## config.mk

```make
export PLATFORM = sky130hd
export DESIGN_NAME = jk_exc_drv_flat
export DESIGN_NICKNAME = d
export VERILOG_FILES = /design/src/rtl/jk_pkg.sv /design/src/rtl/jk_exc_drv_if.sv /design/src/rtl/jk_tgt_fifo.sv /design/src/rtl/jk_exc_drv.sv /design/src/flat_wrapper.sv
export SDC_FILE = /design/constraint.sdc
export NUM_CORES = 1
export LEC_CHECK = 0
export ABC_AREA = 1
export ABC_CLOCK_PERIOD_IN_PS = 2920
export CAP_MARGIN = 5
export CORE_MARGIN = 10
export CORE_UTILIZATION = 30
export CTS_CLUSTER_SIZE = 30
export DETAILED_ROUTE_END_ITERATION = 8
export DONT_BUFFER_PORTS = 1
export PLACE_DENSITY = 0.5
export SLEW_MARGIN = 20
export SYNTH_ARGS = -nofsm -noshare
export SYNTH_HDL_FRONTEND = slang
export SYNTH_SLANG_ARGS = --single-unit
```

## constraint.sdc

```tcl
create_clock -name clk -period 2.92 [get_ports clk]
set_input_delay 0.584 -clock clk [delete_from_list [all_inputs] [get_ports clk]]
set_output_delay 0.584 -clock clk [all_outputs]
set_load 0.02 [all_outputs]
```

## src/rtl/jk_pkg.sv

```systemverilog
// Shared types and the per-bit JK excitation rule for the excitation driver.
package jk_pkg;

    typedef enum logic {
        IDLE  = 1'b0,
        APPLY = 1'b1
    } state_t;

    localparam int ERR_CNT_W = 8;

    // Returns {j, k} that moves a JK flop from q to t on its next capture edge.
    function automatic logic [1:0] jk_excite(input logic q, input logic t, input logic toggle_pref);
        logic [1:0] jk;
        jk = 2'b00;
        if (q != t) begin
            if (toggle_pref) jk = 2'b11;
            else if (t)      jk = 2'b10;
            else             jk = 2'b01;
        end
        return jk;
    endfunction

endpackage

```

## src/rtl/jk_exc_drv_if.sv

```systemverilog
// Target handshake plus flop-bank excitation/feedback bundle for jk_exc_drv.
interface jk_exc_drv_if
    import jk_pkg::*;
#(
    parameter int WIDTH = 4
);
    logic                 tgt_valid;
    logic [WIDTH-1:0]     tgt_data;
    logic                 tgt_ready;
    logic                 run;
    logic                 err_clr;
    logic [WIDTH-1:0]     q_fb;
    logic [WIDTH-1:0]     j;
    logic [WIDTH-1:0]     k;
    logic                 busy;
    logic                 done;
    logic                 err;
    logic [ERR_CNT_W-1:0] err_count;

    modport master (
        output tgt_valid, tgt_data, run, err_clr, q_fb,
        input  tgt_ready, j, k, busy, done, err, err_count
    );

    modport slave (
        input  tgt_valid, tgt_data, run, err_clr, q_fb,
        output tgt_ready, j, k, busy, done, err, err_count
    );
endinterface

```

## src/rtl/jk_tgt_fifo.sv

```systemverilog
// Small synchronous FIFO holding queued target states.
module jk_tgt_fifo #(
    parameter int WIDTH = 4,
    parameter int DEPTH = 4
) (
    input  logic             clk,
    input  logic             rst_n,
    input  logic             i_push,
    input  logic             i_pop,
    input  logic [WIDTH-1:0] i_data,
    output logic [WIDTH-1:0] o_data,
    output logic             o_full,
    output logic             o_empty
);
    localparam int AW = $clog2(DEPTH);
    localparam logic [AW:0] FULL_CNT = (AW+1)'(DEPTH);

    logic [WIDTH-1:0] r_mem [DEPTH];
    logic [AW-1:0]    r_wr_ptr;
    logic [AW-1:0]    r_rd_ptr;
    logic [AW:0]      r_count;
    logic             w_push;
    logic             w_pop;

    assign o_full  = (r_count == FULL_CNT);
    assign o_empty = (r_count == '0);
    assign w_push  = i_push && !o_full;
    assign w_pop   = i_pop && !o_empty;
    assign o_data  = r_mem[r_rd_ptr];

    // Storage is not reset; a flush only needs the pointers and count cleared.
    always_ff @(posedge clk) begin
        if (w_push) r_mem[r_wr_ptr] <= i_data;
    end

    always_ff @(posedge clk or negedge rst_n) begin
        if (!rst_n) begin
            r_wr_ptr <= '0;
            r_rd_ptr <= '0;
            r_count  <= '0;
        end else begin
            if (w_push) r_wr_ptr <= r_wr_ptr + 1'b1;
            if (w_pop)  r_rd_ptr <= r_rd_ptr + 1'b1;
            case ({w_push, w_pop})
                2'b10:   r_count <= r_count + 1'b1;
                2'b01:   r_count <= r_count - 1'b1;
                default: r_count <= r_count;
            endcase
        end
    end
endmodule

```

## src/rtl/jk_exc_drv.sv

```systemverilog
// Drives J/K for a negedge JK flop bank toward queued targets and checks the result on the next posedge.
//
//   state | meaning
//   IDLE  | j=k=0, waiting for run with a non-empty FIFO
//   APPLY | excitation presented; next posedge checks q_fb against the target
module jk_exc_drv
    import jk_pkg::*;
#(
    parameter int WIDTH       = 4,
    parameter int DEPTH       = 4,
    parameter int TOGGLE_PREF = 0
) (
    input  logic          clk,
    input  logic          rst_n,
    jk_exc_drv_if.slave   bus
);
    localparam logic [ERR_CNT_W-1:0] ERR_MAX = {ERR_CNT_W{1'b1}};

    state_t               r_state;
    logic [WIDTH-1:0]     r_j;
    logic [WIDTH-1:0]     r_k;
    logic [WIDTH-1:0]     r_exp;
    logic                 r_done;
    logic                 r_err;
    logic [ERR_CNT_W-1:0] r_err_count;

    logic [WIDTH-1:0]     w_head;
    logic [WIDTH-1:0]     w_j_nxt;
    logic [WIDTH-1:0]     w_k_nxt;
    logic                 w_full;
    logic                 w_empty;
    logic                 w_load;
    logic                 w_mismatch;

    jk_tgt_fifo #(.WIDTH(WIDTH), .DEPTH(DEPTH)) u_fifo (
        .clk     (clk),
        .rst_n   (rst_n),
        .i_push  (bus.tgt_valid),
        .i_pop   (w_load),
        .i_data  (bus.tgt_data),
        .o_data  (w_head),
        .o_full  (w_full),
        .o_empty (w_empty)
    );

    assign w_load     = bus.run && !w_empty;
    assign w_mismatch = (r_state == APPLY) && (bus.q_fb != r_exp);

    always_comb begin
        w_j_nxt = '0;
        w_k_nxt = '0;
        for (int i = 0; i < WIDTH; i++) begin
            {w_j_nxt[i], w_k_nxt[i]} = jk_excite(bus.q_fb[i], w_head[i], TOGGLE_PREF != 0);
        end
    end

    always_ff @(posedge clk or negedge rst_n) begin
        if (!rst_n) begin
            r_state     <= IDLE;
            r_j         <= '0;
            r_k         <= '0;
            r_exp       <= '0;
            r_done      <= 1'b0;
            r_err       <= 1'b0;
            r_err_count <= '0;
        end else begin
            r_err <= w_mismatch;
            if (bus.err_clr)
                r_err_count <= {{(ERR_CNT_W-1){1'b0}}, w_mismatch};
            else if (w_mismatch && r_err_count != ERR_MAX)
                r_err_count <= r_err_count + 1'b1;

            // Loading uses the q_fb just checked, so excitation chains back-to-back.
            if (w_load) begin
                r_j     <= w_j_nxt;
                r_k     <= w_k_nxt;
                r_exp   <= w_head;
                r_state <= APPLY;
                r_done  <= 1'b0;
            end else begin
                r_j     <= '0;
                r_k     <= '0;
                r_state <= IDLE;
                r_done  <= (r_state == APPLY) && w_empty;
            end
        end
    end

    assign bus.tgt_ready = !w_full;
    assign bus.j         = r_j;
    assign bus.k         = r_k;
    assign bus.busy      = (r_state == APPLY);
    assign bus.done      = r_done;
    assign bus.err       = r_err;
    assign bus.err_count = r_err_count;
endmodule

```

## src/flat_wrapper.sv

```systemverilog
// flat-port wrapper written by rule: the top's interface ports become plain ports
module jk_exc_drv_flat import jk_pkg::*;
#(
    parameter int WIDTH       = 4,
    parameter int DEPTH       = 4,
    parameter int TOGGLE_PREF = 0
)
  (clk, rst_n, bus_tgt_valid, bus_tgt_data, bus_run, bus_err_clr, bus_q_fb, bus_tgt_ready, bus_j, bus_k, bus_busy, bus_done, bus_err, bus_err_count);
  jk_exc_drv_if #(.WIDTH(WIDTH)) bus_i ();
  input  logic clk;
  input  logic rst_n;
  input wire logic [$bits(bus_i.tgt_valid)-1:0] bus_tgt_valid;
  input wire logic [$bits(bus_i.tgt_data)-1:0] bus_tgt_data;
  input wire logic [$bits(bus_i.run)-1:0] bus_run;
  input wire logic [$bits(bus_i.err_clr)-1:0] bus_err_clr;
  input wire logic [$bits(bus_i.q_fb)-1:0] bus_q_fb;
  output wire logic [$bits(bus_i.tgt_ready)-1:0] bus_tgt_ready;
  output wire logic [$bits(bus_i.j)-1:0] bus_j;
  output wire logic [$bits(bus_i.k)-1:0] bus_k;
  output wire logic [$bits(bus_i.busy)-1:0] bus_busy;
  output wire logic [$bits(bus_i.done)-1:0] bus_done;
  output wire logic [$bits(bus_i.err)-1:0] bus_err;
  output wire logic [$bits(bus_i.err_count)-1:0] bus_err_count;
  assign bus_i.tgt_valid = bus_tgt_valid;
  assign bus_i.tgt_data = bus_tgt_data;
  assign bus_i.run = bus_run;
  assign bus_i.err_clr = bus_err_clr;
  assign bus_i.q_fb = bus_q_fb;
  assign bus_tgt_ready = bus_i.tgt_ready;
  assign bus_j = bus_i.j;
  assign bus_k = bus_i.k;
  assign bus_busy = bus_i.busy;
  assign bus_done = bus_i.done;
  assign bus_err = bus_i.err;
  assign bus_err_count = bus_i.err_count;
  jk_exc_drv #(.WIDTH(WIDTH), .DEPTH(DEPTH), .TOGGLE_PREF(TOGGLE_PREF)) u_core (.clk(clk), .rst_n(rst_n), .bus(bus_i));
endmodule
```

==> metrics.txt, run 1 <==
PostCTS Resize Cnt=0; Fmax=449 MHz; total power=2.04 mW; quantity of hold-fixing buffers added after cts=1; synth warn=0; synth top area cells=dfrtp_1, edfxtp_1, nand2_1, nor2_1, inv_1; critical path start-end classification=reg2reg; postcts setup bufs=0; largest net degree at the start of global routing=31; FF-to-FF Start=u_core.u_fifo.r_count[1]; critical path required time=3110 ps; I/O Buffers=0; total track usage=8.29%; Cells after Synth=~220; Crit path top cell by count=inv_1; Post-Synth XOR/XNOR Area=between 2 and 2.5%; core footprint=just under 7000 sq um; first-pass GRT wire length=6760 microns; die footprint=between 10000 and 15000 sq um; Yosys top cell area share=36.3%; cell taking the most area after synthesis=dfrtp_1; GP Congestion=between 0.7 and 0.8; initial antenna violation count=0; largest family of logic cells by synthesized area=simple AND/OR/NAND/NOR gates; Post-DP HPWL=~3100 microns; Ant. Diodes=0; Post-Route WL=4230 microns; R2R Setup Slk=690 ps; Residual DRC=0; maximum vdd drop=381 uV; CP max FO=8; Power Density=around 900 nW/um^2; vias in the first global route=1310; CTS tree=built; ratio of cells with drive above 1 in the final layout=9.05%; post-route insts no fill=301; I/O pins=33; unrepaired setup endpoints after global routing=false; Total Nets Final=240; endpoint class of the critical path=flip-flop; status=finished, final reports clean; die height=103 microns; Final Hold Fails=0; Setup crit start=u_core.u_fifo.r_count[1]; worst r2r dst=u_core.u_fifo.r_count[2]; via/cell ratio=around 4.4; MaxCap Viol Count=0; final period utilization=76.2%; placed insts=292; Synth Area in Simple Gates=21.6%; Synth-to-Final Area Change=9.67%; Routed Antenna Nets=0; synthesis-stage register bit count=46; final setup vio count=0; hold crit path type=in2async; Worst R2R Path Depth=9; distinct cell type count after synthesis=25; first drt pass iteration count=4; Mapped Avg Cell Area=~9.6 sq um; max-slew violation count=0; Worst EP arrival=2420 ps; CTS Sinks=46; Worst path slowest cell=dfrtp_1; WL/cell=between 10 and 15 microns; Initial Util=30.6%; setup TNS=0 ps; Post-Syn Nets=235; Initial DRC Count=38; CTS Buf Count=5; minimum clock period=2230 ps; Core Util, Final=approximately a third; root buffer cell=clkbuf_8; CP cell instances=inv_1, nand3_1, nand2_1, ha_1, inv_1, fa_1, a21oi_1, o21ai_0, xor2_1; Synth Area in Compound Gates=6.05%; Worst-Skew Late Latency=310 ps; Slew HR=71.6%; Fillers=slightly below 700; synthesized area=about 2100 sq um; DIE WIDTH=103 microns; htree depth=2; DR vias=1334; sequential area share after synthesis=59.5%; Cell Rows=30; LEAKAGE=1.05 nW; Adder-Cell Fraction of Synth Area=under 10%; CTS Buffer Depth=2; CP max stage delay=390 ps; grt ovf=0; Clock transition at path regs=100 ps; mux contribution to synthesized area=0%; Worst-Margin Slew=424 ps; CP startpoint kind=flip-flop; clk_skew=10.5 ps
==> worst max-delay path by stage <==
stage,cells after the start,slack [ps],to
after detailed placement,9,700,u_core.u_fifo.r_count[2]
final,9,690,u_core.u_fifo.r_count[2]
after floorplan,9,900,u_core.u_fifo.r_count[2]
after global routing,9,530,u_core.u_fifo.r_count[2]
after CTS,9,690,u_core.u_fifo.r_count[2]
after global placement,9,750,u_core.u_fifo.r_count[2]
==> through the flow <==
stage | hold WS, ps | worst slack, ps | area (sq um)
6_report | 93.8 | 694 | 2270
3_5_place_dp | 289 | 697 | 2150
5_1_grt | 85.9 | 531 | 2270
4_1_cts | 90.2 | 693 | 2270
3_3_place_gp | 290 | 746 | 2150
2_1_floorplan | 288 | 904 | 2070
==> layout make-up <==
cell class | instances | area (sq um) | share of cell area (%)
sequential | 46 | 1230 | 54.2
clock inverter | 3 | 28.8 | 1.27
tap | 80 | 100 | 4.41
multi-input combinational | 137 | 712 | 31.4
inverter | 29 | 109 | 4.80
clock buffer | 5 | 68.8 | 3.03
timing repair buffer | 1 | 20.0 | 0.882
==> per-layer routing <==
layer	track usage, %	part of all wire, %	vias to the layer above	routed length, microns
met1	10.2	46	604	1960
met4	3.53	1.5	0	63
met2	13.1	47	21	1970
met3	2.55	5.5	4	232
li1	-	-	705	-
met5	0	0	-	0
==> power breakdown <==
part           switching (mW)  internal (mW)  total [mW]
combinational           0.373          0.197       0.570
sequential              0.190          0.850        1.04
clock                   0.246          0.179       0.426
total                   0.809           1.23        2.04
==> sequential cells by signal, indices dropped and copies added (netlist names) <==
name                    cells
u_core.u_fifo.r_mem        16
u_core.bus.err_count        8
u_core.bus.j                4
u_core.bus.k                4
u_core.r_exp                4
u_core.u_fifo.r_count       3
u_core.u_fifo.r_rd_ptr      2
u_core.u_fifo.r_wr_ptr      2
u_core.bus.busy             1
u_core.bus.done             1
u_core.bus.err              1
==> cell usage in the layout, fill, tap and decap left out, drive strengths merged <==
cell type / count
nand3: 14
a21oi: 4
fa: 1
buf: 1
o21ai: 16
inv: 31
xor2: 3
clkbuf: 5
nand4: 2
nor3: 6
clkinv: 1
dfrtp: 30
nand2: 46
xnor2: 2
edfxtp: 16
or2: 1
ha: 6
o22ai: 4
nor2: 32
==> synth_stat cells <==
cell and n:
a21oi_1 4, buf_2 1, buf_4 1, clkbuf_2 1, dfrtp_1 30, edfxtp_1 16
fa_1 1, ha_1 6, inv_1 24, inv_2 5, nand2_1 44, nand2_2 1
nand2_4 1, nand3_1 13, nand3_4 1, nand4_1 1, nand4_2 1, nor2_1 31
nor2_4 1, nor3_1 6, o21ai_0 16, o22ai_1 4, or2_2 1, xnor2_1 2
xor2_1 3
==> cells by family (layout without fill, tap and decap cells) <==
kind of cell | after synthesis | count (layout)
AO/OA/AOI/OAI | 24 | 24
XOR/XNOR | 5 | 5
adder cells (fa/ha/maj) | 7 | 7
buffers and inverters | 32 | 38
flip-flops | 46 | 46
AND/OR/NAND/NOR | 101 | 101
==> worst max-delay path: cells and delay by family, from the launching register on <==
kind / cells / cell delay (ps)
fa+ha+maj: 2 / 590
simple gates: 2 / 570
flops: 1 / 390
compound gates: 2 / 250
buf+inv: 2 / 180
xor+xnor: 1 / 150
Note: power is estimated with default switching activity, not from simulation.
==> run 2, diff against run 1 <==
- ABC_CLOCK_PERIOD_IN_PS: 2920 -> 2200
- clock period: 2.92 -> 2.2 ns (I/O delays scaled with it)
==> run 2 against run 1 <==
Non-clock buffer count grew 4. Worst setup slack worse by 410 ps. Die area is the same. Largest power group unchanged.
==> metrics.txt, run 2 (synthesized netlist as in run 1, its figures left out) <==
status=finished, final reports clean; endpoint class of the critical path=flip-flop; ratio of cells with drive above 1 in the final layout=between 10 and 15%; CP max FO=6; vias in the first global route=1369; Worst path slowest cell=dfrtp_1; core footprint=6760 sq um; first drt pass iteration count=4; Fmax=522 MHz; Comb pwr share=29.0%; Residual DRC=0; hold crit path type=in2reg; CTS Buffer Depth=2; WHS=190 ps; Crit path top cell by count=inv_2; CP max stage delay=approximately 380 ps; Synth-to-Final Area Change=11.1%; final period utilization=slightly below 90%; Total Nets Final=~240; Slew HR=approximately 70%; area occupied by registers=1230 sq um; minimum clock period=1910 ps; CTS tree=built; sw frac=39.6%; critical path required time=2370 ps; sequential power share=51.1%; Core Util, Final=between 30 and 40%; final setup vio count=0; CTS Sinks=46; initial antenna violation count=0; setup TNS=0 ps; die footprint=10600 sq um; maximum vdd drop=347 uV; critical path start-end classification=reg2reg; total track usage=8.36%; Ant. Diodes=0; most frequent cells in the layout=nand2_1, nor2_1, dfrtp_1; total power=2.72 mW; die height=103 microns; root buffer cell=clkbuf_8; MaxCap Viol Count=0; DR vias=about 1400; commonest non-fill, non-tap cell in the layout=nand2_1; Initial DRC Count=53; CP cell instances=inv_2, nand3_1, nand2_1, inv_2, ha_1, inv_1, fa_1, a21oi_1, o21ai_0, xor2_1; Routed Antenna Nets=0; Post-DP HPWL=3160 microns; first-pass GRT wire length=6890 microns; via/cell ratio=~4.5; LEAKAGE=about 1.1 nW; sw power=1.07 mW; Top reg by flops=u_core.u_fifo.r_mem; DIE WIDTH=103 microns; Final Hold Fails=0; Clock transition at path regs=90 ps; clk_skew=9.52 ps; Fillers=694; htree depth=2; WL/cell=13.8 microns; number of flip-flops in the largest register=16; Clock Power Share=19.9%; grt ovf=0; Initial Util=approximately 31%; Worst EP arrival=2090 ps; Cell Rows=30; max-slew violation count=0; CTS Buf Count=5; I/O pins=33; Post-Route WL=~4200 microns; Power Density=1180 nW/um^2; Internal=1.64 mW; GP Congestion=0.747; Worst-Margin Slew=433 ps; largest net degree at the start of global routing=31; area occupied by multi-input gates=712 sq um; CP startpoint kind=flip-flop; I/O Buffers=0; unrepaired setup endpoints after global routing=false; Worst-Skew Late Latency=about 300 ps
## run 2: final timing paths
path | slack, ps | from | cells past startpoint | end
max | 290 | u_core.u_fifo.r_count[0] | 10 | u_core.u_fifo.r_count[2]
min | 190 | bus_q_fb[3] | 1 | u_core.bus.j[3]
max reg2reg | 290 | u_core.u_fifo.r_count[0] | 10 | u_core.u_fifo.r_count[2]
min reg2reg | 490 | u_core.u_fifo.r_count[1] | 2 | u_core.u_fifo.r_count[1]
max in group asynchronous | 1460 | rst_n | 2 | u_core.bus.busy
min in group asynchronous | 560 | rst_n | 2 | u_core.bus.err_count[3]
## run 2: metrics by stage
stage               instance area, sq um  std cells  setup slack (ps)
finish                              2300        305               285
floorplan                           2070        215               184
global route                        2300        305              72.3
detailed placement                  2170        295               296
CTS                                 2300        305               267
global placement                    2170        295               344
## run 2: cell type report
class                      instances  area share, %
multi-input combinational        137           31.0
timing repair buffer               5           2.29
clock inverter                     3           1.09
inverter                          29           4.74
tap                               80           4.35
clock buffer                       5           2.99
sequential                        46           53.6
## run 2: layer usage
metal,GRT usage [%],vias to the layer above,share of wire (%)
li1,-,714,-
met1,9.85,642,43
met2,13.0,25,46
met3,4.02,5,9.5
met5,0,-,0
met4,2.89,0,1.4
## run 2: power by group through the flow
stage / registers [mW] / clock network, mW / logic [mW]
final: 1.39 / 0.540 / 0.788
after global placement: 1.41 / 0 / 0.766
after global routing: 1.42 / 0.605 / 0.946
after CTS: 1.40 / 0.566 / 0.809
after floorplan: 1.34 / 0 / 0.620
after detailed placement: 1.42 / 0 / 0.789
## run 2: critical path: cells and delay by family (launching register included)
family / cells / cell delay [ps]
adder cells (fa/ha/maj): 2 / 520
flip-flops: 1 / 380
AND/OR/NAND/NOR: 2 / 260
AO/OA/AOI/OAI: 2 / 260
buffers and inverters: 3 / 220
XOR/XNOR: 1 / 160
## run 2: repair_timing
action	CTS	global route
setup buffers	0	0
hold buffers	2	0
resized for setup	0	0
endpoints found under the hold margin	30	0
==> run 3, diff against run 2 <==
- MAX_ROUTING_LAYER: not set -> met4
- SLEW_MARGIN: 20 -> not set
==> run 3 against run 2 <==
Register-to-register slack is essentially flat. Non-clock buffer count did not move. Via count up 0.22%. Clock power about the same. Cell count unchanged. Routed wire length down 0.19%. Sequential share of layout area did not move. Combinational power about the same. Clock-buffer cell count unchanged. Largest cell class unchanged.
==> metrics.txt, run 3 (synthesized netlist as in run 1, its figures left out) <==
status=finished, final reports clean; final setup vio count=0; CP max stage delay=380 ps; maximum vdd drop=roughly 350 uV; sequential power share=approximately half; commonest non-fill, non-tap cell in the layout=nand2_1; endpoint class of the critical path=flip-flop; Worst-Margin Slew=433 ps; Worst EP arrival=2090 ps; first-pass GRT wire length=6910 microns; MaxCap Viol Count=0; Worst path slowest cell=dfrtp_1; Initial DRC Count=43; sw frac=39.6%; Crit path top cell by count=inv_2; grt ovf=0; Slew HR=~70%; minimum clock period=between 1500 and 2000 ps; Ant. Diodes=0; Worst-Skew Late Latency=about 300 ps; core footprint=6760 sq um; number of flip-flops in the largest register=16; setup TNS=0 ps; CTS Buf Count=5; GP Congestion=around 0.76; CTS Buffer Depth=2; first drt pass iteration count=4; ratio of cells with drive above 1 in the final layout=10.2%; Routed Antenna Nets=0; Post-DP HPWL=3160 microns; CP cell instances=inv_2, nand3_1, nand2_1, inv_2, ha_1, inv_1, fa_1, a21oi_1, o21ai_0, xor2_1; PostCTS Resize Cnt=0; Clock transition at path regs=about 90 ps; sw power=approximately 1.1 mW; area occupied by multi-input gates=slightly above 700 sq um; htree depth=2; Total Nets Final=244; max-slew violation count=0; Post-Route WL=4210 microns; die footprint=10600 sq um; Top reg by flops=u_core.u_fifo.r_mem; die height=103 microns; Place WS=296 ps; Setup WS post-layout=285 ps; most frequent cells in the layout=nand2_1, nor2_1, dfrtp_1; DR vias=1389; total power=~2.7 mW; I/O Buffers=0; I/O pins=33; hold crit path type=in2reg; Fillers=694; Synth-to-Final Area Change=11.1%; total track usage=8.61%; root buffer cell=clkbuf_8; critical path start-end classification=reg2reg; Power Density=1180 nW/um^2; Initial Util=30.6%; CP startpoint kind=flip-flop; vias in the first global route=1372; final period utilization=87.0%; Internal=approximately 1.6 mW; via/cell ratio=4.55; CTS tree=built; LEAKAGE=between 1 and 1.5 nW; DIE WIDTH=just over 100 microns; Residual DRC=0; initial antenna violation count=0; unrepaired setup endpoints after global routing=false; area occupied by registers=about 1200 sq um; CP max FO=6; Fmax=522 MHz; WL/cell=~14 microns; postcts setup bufs=0; Cell Rows=30; CTS Sinks=46; Comb pwr share=29.0%; critical path required time=2370 ps; R2R Setup Slk=~290 ps; Final Hold Fails=0; clk_skew=~10 ps; Clock Power Share=19.9%; largest net degree at the start of global routing=31
-- run 3: cell counts in the layout (fill, tap and decap cells not counted) --
Identical to the previous run, type by type.
-- run 3: routing by layer --
metal / global-route usage [%] / up-vias / share of wire [%] / wire length [microns]
li1: - / 714 / - / -
met1: 9.85 / 645 / 43 / 1820
met2: 13.1 / 25 / 46 / 1930
met3: 4.02 / 5 / 9.5 / 402
met4: 2.89 / 0 / 1.4 / 59
met5: - / - / 0 / 0
-- run 3: layout make-up --
cell class,count,share of cell area (%)
multi-input cells,137,31.0
repair buffers,5,2.29
clock inverters,3,1.09
flip-flops and latches,46,53.6
well taps,80,4.35
inverters,29,4.74
clock buffers,5,2.99
-- run 3: final timing paths --
path                                     startpoint                  endpoint  cells after the start
hold / removal                          bus_q_fb[3]           u_core.bus.j[3]                      1
hold reg to reg            u_core.u_fifo.r_count[1]  u_core.u_fifo.r_count[1]                      2
max in group asynchronous                     rst_n   u_core.bus.err_count[2]                      2
setup reg to reg           u_core.u_fifo.r_count[0]  u_core.u_fifo.r_count[2]                     10
min in group asynchronous                     rst_n   u_core.bus.err_count[3]                      2
setup / recovery           u_core.u_fifo.r_count[0]  u_core.u_fifo.r_count[2]                     10
-- run 3: power by group through the flow --
stage                     sequential (mW)  combinational [mW]  clock (mW)
after global placement               1.41               0.766           0
after global routing                 1.42               0.946       0.605
final                                1.39               0.788       0.541
after detailed placement             1.42               0.789           0
after floorplan                      1.34               0.620           0
after CTS                            1.40               0.809       0.566
-- run 3: worst max-delay path: cells and delay by family, from the launching register on --
kind	cells	cell delay, ps
fa+ha+maj	2	520
xor+xnor	1	160
flops	1	380
simple gates	2	260
buf+inv	3	220
compound gates	2	260
-- run 3: through the flow --
step	instances	cell area [sq um]	utilization (%)	hold slack [ps]
2_1_floorplan	215	2070	-	144
3_3_place_gp	295	2170	32.2	146
3_5_place_dp	295	2170	32.2	145
4_1_cts	305	2300	34.0	177
5_1_grt	305	2300	34.0	172
6_report	305	2300	34.0	190
-- run 3: what timing repair did --
item,CTS,global route
hold buffers,2,0
endpoints found under the hold margin,30,0
endpoints found under the setup margin,0,0
